==> config.mk <==
export PLATFORM = sky130hd
export DESIGN_NAME = tespar_stream_encoder
export DESIGN_NICKNAME = d
export VERILOG_FILES = /design/src/rtl/tespar_pkg.sv /design/src/rtl/tespar_sym_fifo.sv /design/src/rtl/tespar_stream_encoder.sv
export SDC_FILE = /design/constraint.sdc
export NUM_CORES = 1
export LEC_CHECK = 0
export BUFFER_PORTS_ARGS = -buffer_cell sky130_fd_sc_hd__buf_2
export CAP_MARGIN = 20
export CORE_MARGIN = 4
export CORE_UTILIZATION = 58
export DETAILED_ROUTE_END_ITERATION = 10
export PLACE_DENSITY = 0.87
export SKIP_LAST_GASP = 1
export SLEW_MARGIN = 20
export SYNTH_ARGS = -nofsm -noshare
export SYNTH_HDL_FRONTEND = slang
export SYNTH_HIERARCHICAL = 1
export SYNTH_SLANG_ARGS = --single-unit
==> constraint.sdc <==
create_clock -name clk -period 2.7 [get_ports clk]
set_input_delay 0.135 -clock clk [delete_from_list [all_inputs] [get_ports clk]]
set_output_delay 0.135 -clock clk [all_outputs]
set_load 0.005 [all_outputs]
==> src/rtl/tespar_pkg.sv <==
// Shared TESPAR alphabet constants and the (D,S) -> symbol map.
// Used by the stream encoder and the downstream histogram stage.
package tespar_pkg;

    localparam int SYM_W        = 5;
    localparam int SYM_OVERLONG = 31;

    localparam int BAND1_LIM  = 8;
    localparam int BAND2_LIM  = 16;
    localparam int BAND3_LIM  = 24;
    localparam int BAND1_BASE = 8;
    localparam int BAND2_BASE = 14;
    localparam int BAND3_BASE = 20;

    typedef enum logic {
        EP_IDLE = 1'b0,
        EP_OPEN = 1'b1
    } ep_state_t;

    // Short epochs encode duration only; longer epochs pick a band by D and offset by S.
    function automatic logic [SYM_W-1:0] tespar_map(input int d, input int s, input int max_d);
        int v;
        if (d >= max_d)
            v = SYM_OVERLONG;
        else if (d <= 0)
            v = 0;
        else if (d <= BAND1_LIM)
            v = d - 1;
        else if (d <= BAND2_LIM)
            v = BAND1_BASE + s;
        else if (d <= BAND3_LIM)
            v = BAND2_BASE + s;
        else
            v = BAND3_BASE + s;
        return v[SYM_W-1:0];
    endfunction

endpackage

==> src/rtl/tespar_sym_fifo.sv <==
// Generic synchronous FIFO with occupancy count and full/empty flags.
// Head data reads as zero while empty; pushes are refused when full unless a pop frees a slot.
module tespar_sym_fifo #(
    parameter int WIDTH = 16,
    parameter int DEPTH = 4
) (
    input  logic                       clk,
    input  logic                       reset,
    input  logic                       i_push,
    input  logic [WIDTH-1:0]           i_data,
    input  logic                       i_pop,
    output logic [WIDTH-1:0]           o_data,
    output logic [$clog2(DEPTH+1)-1:0] o_count,
    output logic                       o_full,
    output logic                       o_empty
);

    localparam int AW = $clog2(DEPTH);
    localparam int CW = $clog2(DEPTH+1);

    logic [WIDTH-1:0] r_mem [DEPTH];
    logic [AW-1:0]    r_wr_ptr;
    logic [AW-1:0]    r_rd_ptr;
    logic [CW-1:0]    r_count;
    logic             w_do_push;
    logic             w_do_pop;

    assign o_empty   = (r_count == '0);
    assign o_full    = (r_count == CW'(DEPTH));
    assign w_do_pop  = i_pop && !o_empty;
    assign w_do_push = i_push && (!o_full || w_do_pop);
    assign o_count   = r_count;
    assign o_data    = o_empty ? '0 : r_mem[r_rd_ptr];

    always_ff @(posedge clk or posedge reset) begin
        if (reset) begin
            r_wr_ptr <= '0;
            r_rd_ptr <= '0;
            r_count  <= '0;
        end else begin
            if (w_do_push)
                r_wr_ptr <= r_wr_ptr + 1'b1;
            if (w_do_pop)
                r_rd_ptr <= r_rd_ptr + 1'b1;
            if (w_do_push && !w_do_pop)
                r_count <= r_count + 1'b1;
            else if (w_do_pop && !w_do_push)
                r_count <= r_count - 1'b1;
        end
    end

    // Storage needs no reset: the pointers and count define what is valid.
    always_ff @(posedge clk) begin
        if (w_do_push)
            r_mem[r_wr_ptr] <= i_data;
    end

endmodule

==> src/rtl/tespar_stream_encoder.sv <==
// Streaming TESPAR encoder: splits signed samples into constant-sign epochs,
// measures duration/shape, maps to a symbol and queues {symbol,D,S} for the consumer.
module tespar_stream_encoder
    import tespar_pkg::*;
#(
    parameter int DW         = 8,
    parameter int MAX_D      = 37,
    parameter int S_MAX      = 5,
    parameter int FIFO_DEPTH = 4
) (
    input  logic                            clk,
    input  logic                            reset,
    input  logic                            in_valid,
    input  logic signed [DW-1:0]            data_in,
    input  logic                            flush,
    output logic                            out_valid,
    input  logic                            out_ready,
    output logic [SYM_W-1:0]                symbol_out,
    output logic [$clog2(MAX_D+1)-1:0]      out_d,
    output logic [$clog2(S_MAX+1)-1:0]      out_s,
    output logic [$clog2(FIFO_DEPTH+1)-1:0] fifo_level,
    output logic                            overflow
);

    // state   | meaning
    // EP_IDLE | no epoch open, next accepted sample starts one
    // EP_OPEN | epoch open, accumulating D and S

    localparam int DWID = $clog2(MAX_D+1);
    localparam int SWID = $clog2(S_MAX+1);
    localparam int EW   = SYM_W + DWID + SWID;
    localparam logic [DWID-1:0] D_SAT = DWID'(MAX_D);
    localparam logic [SWID-1:0] S_SAT = SWID'(S_MAX);

    ep_state_t          r_state;
    ep_state_t          w_state_nxt;
    logic [DWID-1:0]    r_d;
    logic [SWID-1:0]    r_s;
    logic               r_falling;
    logic               r_neg;
    logic [DW:0]        r_prev_mag;
    logic               r_overflow;

    logic               w_accept;
    logic               w_neg;
    logic signed [DW:0] w_ext;
    logic [DW:0]        w_mag;
    logic               w_push;
    logic               w_open;
    logic               w_extend;
    logic               w_close_only;
    logic [SYM_W-1:0]   w_sym;
    logic [EW-1:0]      w_entry;
    logic [EW-1:0]      w_head;
    logic               w_full;
    logic               w_empty;

    assign w_accept = in_valid && !flush;
    assign w_neg    = data_in[DW-1];
    assign w_ext    = data_in;
    // One extra bit so the most negative sample has a representable magnitude.
    assign w_mag    = w_neg ? $unsigned(-w_ext) : $unsigned(w_ext);

    always_ff @(posedge clk or posedge reset) begin
        if (reset)
            r_state <= EP_IDLE;
        else
            r_state <= w_state_nxt;
    end

    always_comb begin
        w_state_nxt = r_state;
        case (r_state)
            EP_IDLE: if (w_accept) w_state_nxt = EP_OPEN;
            EP_OPEN: if (flush)    w_state_nxt = EP_IDLE;
            default:               w_state_nxt = EP_IDLE;
        endcase
    end

    always_comb begin
        w_push       = 1'b0;
        w_open       = 1'b0;
        w_extend     = 1'b0;
        w_close_only = 1'b0;
        case (r_state)
            EP_IDLE: w_open = w_accept;
            EP_OPEN: begin
                if (flush) begin
                    w_push       = 1'b1;
                    w_close_only = 1'b1;
                end else if (w_accept) begin
                    if (w_neg != r_neg) begin
                        w_push = 1'b1;
                        w_open = 1'b1;
                    end else begin
                        w_extend = 1'b1;
                    end
                end
            end
            default: ;
        endcase
    end

    always_ff @(posedge clk or posedge reset) begin
        if (reset) begin
            r_d        <= '0;
            r_s        <= '0;
            r_falling  <= 1'b0;
            r_neg      <= 1'b0;
            r_prev_mag <= '0;
        end else if (w_open) begin
            r_d        <= DWID'(1);
            r_s        <= '0;
            r_falling  <= 1'b0;
            r_neg      <= w_neg;
            r_prev_mag <= w_mag;
        end else if (w_close_only) begin
            r_d       <= '0;
            r_s       <= '0;
            r_falling <= 1'b0;
        end else if (w_extend) begin
            if (r_d != D_SAT)
                r_d <= r_d + 1'b1;
            if (w_mag < r_prev_mag) begin
                r_falling <= 1'b1;
            end else if (w_mag > r_prev_mag && r_falling) begin
                if (r_s != S_SAT)
                    r_s <= r_s + 1'b1;
                r_falling <= 1'b0;
            end
            r_prev_mag <= w_mag;
        end
    end

    assign w_sym   = tespar_map(32'(r_d), 32'(r_s), MAX_D);
    assign w_entry = {w_sym, r_d, r_s};

    tespar_sym_fifo #(
        .WIDTH (EW),
        .DEPTH (FIFO_DEPTH)
    ) u_fifo (
        .clk     (clk),
        .reset   (reset),
        .i_push  (w_push),
        .i_data  (w_entry),
        .i_pop   (out_ready),
        .o_data  (w_head),
        .o_count (fifo_level),
        .o_full  (w_full),
        .o_empty (w_empty)
    );

    // When full, a pop is possible exactly when out_ready is high.
    always_ff @(posedge clk or posedge reset) begin
        if (reset)
            r_overflow <= 1'b0;
        else if (w_push && w_full && !out_ready)
            r_overflow <= 1'b1;
    end

    assign out_valid                   = !w_empty;
    assign {symbol_out, out_d, out_s}  = w_head;
    assign overflow                    = r_overflow;

endmodule
==> flow_summary.yaml <==
worst_setup_path:
  worst-endpoint-required_ns: 2.78
  worstReg2RegStart: "r_d[0]$_DFFE_PP0P_"
  worstSetupPathType: "flop to flop"
  series_of_cell_instances_along_the_critical_path: "inv_1 > ha_1 > nand2b_1 > a21boi_0 > nand3_1 > a21boi_0"
  crit_path_max_fanout: 11
  worstRegToRegCells: 6
  startpoint_type: "flop"
  cp_top_family: "compound AO/OA/AOI/OAI gates"
  critPathMostFrequentCell: "sky130_fd_sc_hd__a21boi_0"
  crit_path_end_kind: "flop"
  critical_path_buf_inv_count: 1
  critical-path-max-stage-delay_ns: 0.53
  worst-endpoint-arrival_ns: 2.48
  worst-path-stages: 6
  reg2reg_slack_ns: 0.30
  crit_start: "r_d[0]$_DFFE_PP0P_"
  crit_path_top_delay_cell: "sky130_fd_sc_hd__dfrtp_1"
cts:
  cts_tree: "done"
  cts.path.max_buffers: 2
  post_cts.repair.setup_buffers: 0
  cts.root.buffer_cell: "sky130_fd_sc_hd__clkbuf_8"
  worst_skew_pair.late_latency_ns: 0.36
  cts.sinks: 85
  resized_after_cts: 0
  postCtsHoldBufs: 1
  clock_h_tree_levels: 3
  cts_buffers: 9
  cts.clk_slew.worst_paths_ns: 0.08
flow_run:
  cap_violations: 0
sta:
  rsz_0062_raised_after_global_routing: "no"
  finalClockSkew_ns: 0.00844
  timing.slew.headroom_pct: 44.6
  finalMaxSlewViolations: 0
  worst_pin_slew_ns: 0.831
  final_period_minus_worst_setup_slack_ns: 2.40
  fin_tns_setup_ns: 0
  setup_violations: 0
  clock.fmax_mhz: 417
  final.period_utilization_pct: 88.9
  final_hold_viol_count: 0
die:
  ioPinCount: 32
  floorplan.initialDensity_pct: 59.8
  die_area_um2: 8920
  die_width_um: 94.5
  floorplan.core_area_um2: 7250
  rows: 31
  fp.dieH_um: 94.5
global_routing:
  global_route_wire_length_before_repair_um: 13000
  grtUsageTotal_pct: 19.3
  grt_antenna_before_repair: 0
  grt_pass1_vias: 2708
  grt.overflow.total: 0
  grt_start_max_net_pins: 23
hold_path:
  worst_hold_startpoint: "flush"
  min-delay-path-class: "primary input to flop"
  min_path_cells: 2
power_and_ir_drop:
  report.power.total_mw: 3.91
  p_seq_share_pct: 44.9
  p_leak_nw: 1.98
  p_clk_share_pct: 22.9
  powerDensity_nw_per_um2: 813
  netSwitchingPower_mw: 1.21
  power.internal_mw: 2.70
  power_switching_share_pct: 30.9
  share_comb_of_total_power_pct: 32.1
  worst_ir_drop_vdd_mv: 0.451
placed_design:
  hpwlAfterDp_um: 5470
  buffer_ports.inserted: 31
  placedInstanceArea_um2: 4600
  place.gp.congestion: 0.803
synth:
  synth_compound_area_share_pct: 8.05
  synth_top_area_cell: "sky130_fd_sc_hd__edfxtp_1"
  synth.mux.area_fraction_pct: 9.03
  syn-mean-instance-area_um2: 13.1
  synth-warning-count: 6
  synth_sequential_area_ratio_pct: 55.5
  synth_cells: 332
  synth_top_flop_cell: "sky130_fd_sc_hd__edfxtp_1"
  yosysTopAreaCellShare_pct: 38.8
  largest_family_of_logic_cells_by_synthesized_area: "simple AND/OR/NAND/NOR gates"
  synth_area_leaders: "sky130_fd_sc_hd__edfxtp_1 (39%), sky130_fd_sc_hd__dfrtp_1 (17%), sky130_fd_sc_hd__ha_1 (6.3%)"
  synth_adder_area_share_pct: 7.30
  synth-xor-area-share_pct: 3.43
  synth_fp_nets: 368
  post_synthesis_share_of_cell_area_spent_on_and_or_nand_and_nor_gates_pct: 12.6
  ys_ff_latch: 85
  synth.distinct_cells: 51
  number_of_synthesized_flops_with_an_enable_pin: 56
  netlist_area_um2: 4340
  async_reset_ff_share_pct: 34.1
outcome:
  run_status: "finished clean"
finish:
  design.final.nets: 408
  postLayoutCellArea_um2: 4810
  area_growth_pct: 10.9
  post_route_cells_drive_above_1_share_pct: 22.5
  insertedDiodeCount: 0
drt:
  vias_per_inst: 5.60
  drt_pre_antenna_iters: 4
  routed_wl_um: 7740
  drtIter0Drc: 165
  detail-route-antenna-nets: 0
  remaining_drc_errors: 0
  num_vias: 2666
  route.detailed.wl_per_inst_um: 16.3
-- cell families after synthesis --
kind of cell               count (synthesis)
AOI/OAI and AO/OA                         54
xor gates and xnor gates                  17
adders and majority gates                 25
buffers and inverters                     36
DFF                                       85
muxes                                     19
other                                      1
and+or+nand+nor                           95
-- final timing paths --
check                                                 to
min                                    r_state$_DFF_PP0_
min in group asynchronous  u_fifo/o_count[1]$_DFFE_PP0P_
min reg2reg                         overflow$_DFFE_PP0P_
max reg2reg                u_fifo/r_mem[1][13]$_DFFE_PP_
max                        u_fifo/r_mem[1][13]$_DFFE_PP_
max in group asynchronous      r_prev_mag[5]$_DFFE_PP0P_
-- per-stage QoR --
stage	worst slack (ns)	util (%)	std cells	hold slack, ns
after floorplan	0.421	-	332	-0.0616
after global placement	0.162	63.4	459	0.0911
after detailed placement	0.0768	63.4	459	0.0970
after CTS	0.300	66.3	476	0.00558
after global routing	0.0650	66.3	476	0.0166
final	0.300	66.3	476	0.0146
-- placed cells by master, fill, tap and decap left out, types with 10 or more instances in the layout --
cell,Yosys,routed
sky130_fd_sc_hd__nor2_1,15,15
sky130_fd_sc_hd__ha_1,22,22
sky130_fd_sc_hd__buf_2,3,31
sky130_fd_sc_hd__xnor2_1,10,10
sky130_fd_sc_hd__nand2_1,32,32
sky130_fd_sc_hd__dfrtp_1,29,29
sky130_fd_sc_hd__a21oi_1,11,11
sky130_fd_sc_hd__o21ai_0,19,19
sky130_fd_sc_hd__edfxtp_1,56,56
sky130_fd_sc_hd__inv_1,25,25
-- Yosys cell counts, types with 8 or more instances --
master / number
sky130_fd_sc_hd__ha_1: 22
sky130_fd_sc_hd__a21oi_1: 11
sky130_fd_sc_hd__nor2b_1: 9
sky130_fd_sc_hd__edfxtp_1: 56
sky130_fd_sc_hd__inv_1: 25
sky130_fd_sc_hd__nand2_1: 32
sky130_fd_sc_hd__nor2_1: 15
sky130_fd_sc_hd__xnor2_1: 10
sky130_fd_sc_hd__dfrtp_1: 29
sky130_fd_sc_hd__nand3_1: 9
sky130_fd_sc_hd__mux4_2: 8
sky130_fd_sc_hd__o21ai_0: 19
sky130_fd_sc_hd__nor2b_4: 8
-- flip-flops by register name (all words and copies together) (netlist names) --
register         cells
r_falling            1
r_state              1
u_fifo/r_mem        56
r_neg                1
u_fifo/o_count       3
r_s                  3
u_fifo/r_rd_ptr      2
u_fifo/r_wr_ptr      2
r_d                  6
r_prev_mag           9
overflow             1
-- cell type report --
type / count / area (µm²)
repair buffers: 40 / 225
inverters: 25 / 93.8
fillers: 526 / 2440
flip-flops and latches: 85 / 2410
clock buffers: 9 / 124
clock inverters: 7 / 72.6
well taps: 99 / 124
multi-input cells: 211 / 1760
-- worst reg2reg max path, delay by kind of cell (launching register included) --
family          cells  cell delay, ns
simple gates        2            0.24
compound gates      2            0.93
flops               1            0.53
buf+inv             1            0.22
fa+ha+maj           1            0.21
-- power by group through the flow --
stage                     Clock (mW)  Combinational [mW]  Sequential, mW
final                          0.896                1.25            1.76
after detailed placement           0                1.27            1.79
after global routing           0.965                1.39            1.78
after global placement             0                1.22            1.77
after CTS                      0.908                1.28            1.76
after floorplan                    0               0.964            1.72
-- routing by layer --
layer | part of all wire (%) | global-route usage (%)
met5 | 0 | 0
met4 | 1.9 | 6.61
met3 | 4.0 | 4.06
met2 | 50 | 33.5
met1 | 44 | 24.0
(Power assumes the default switching activity.)
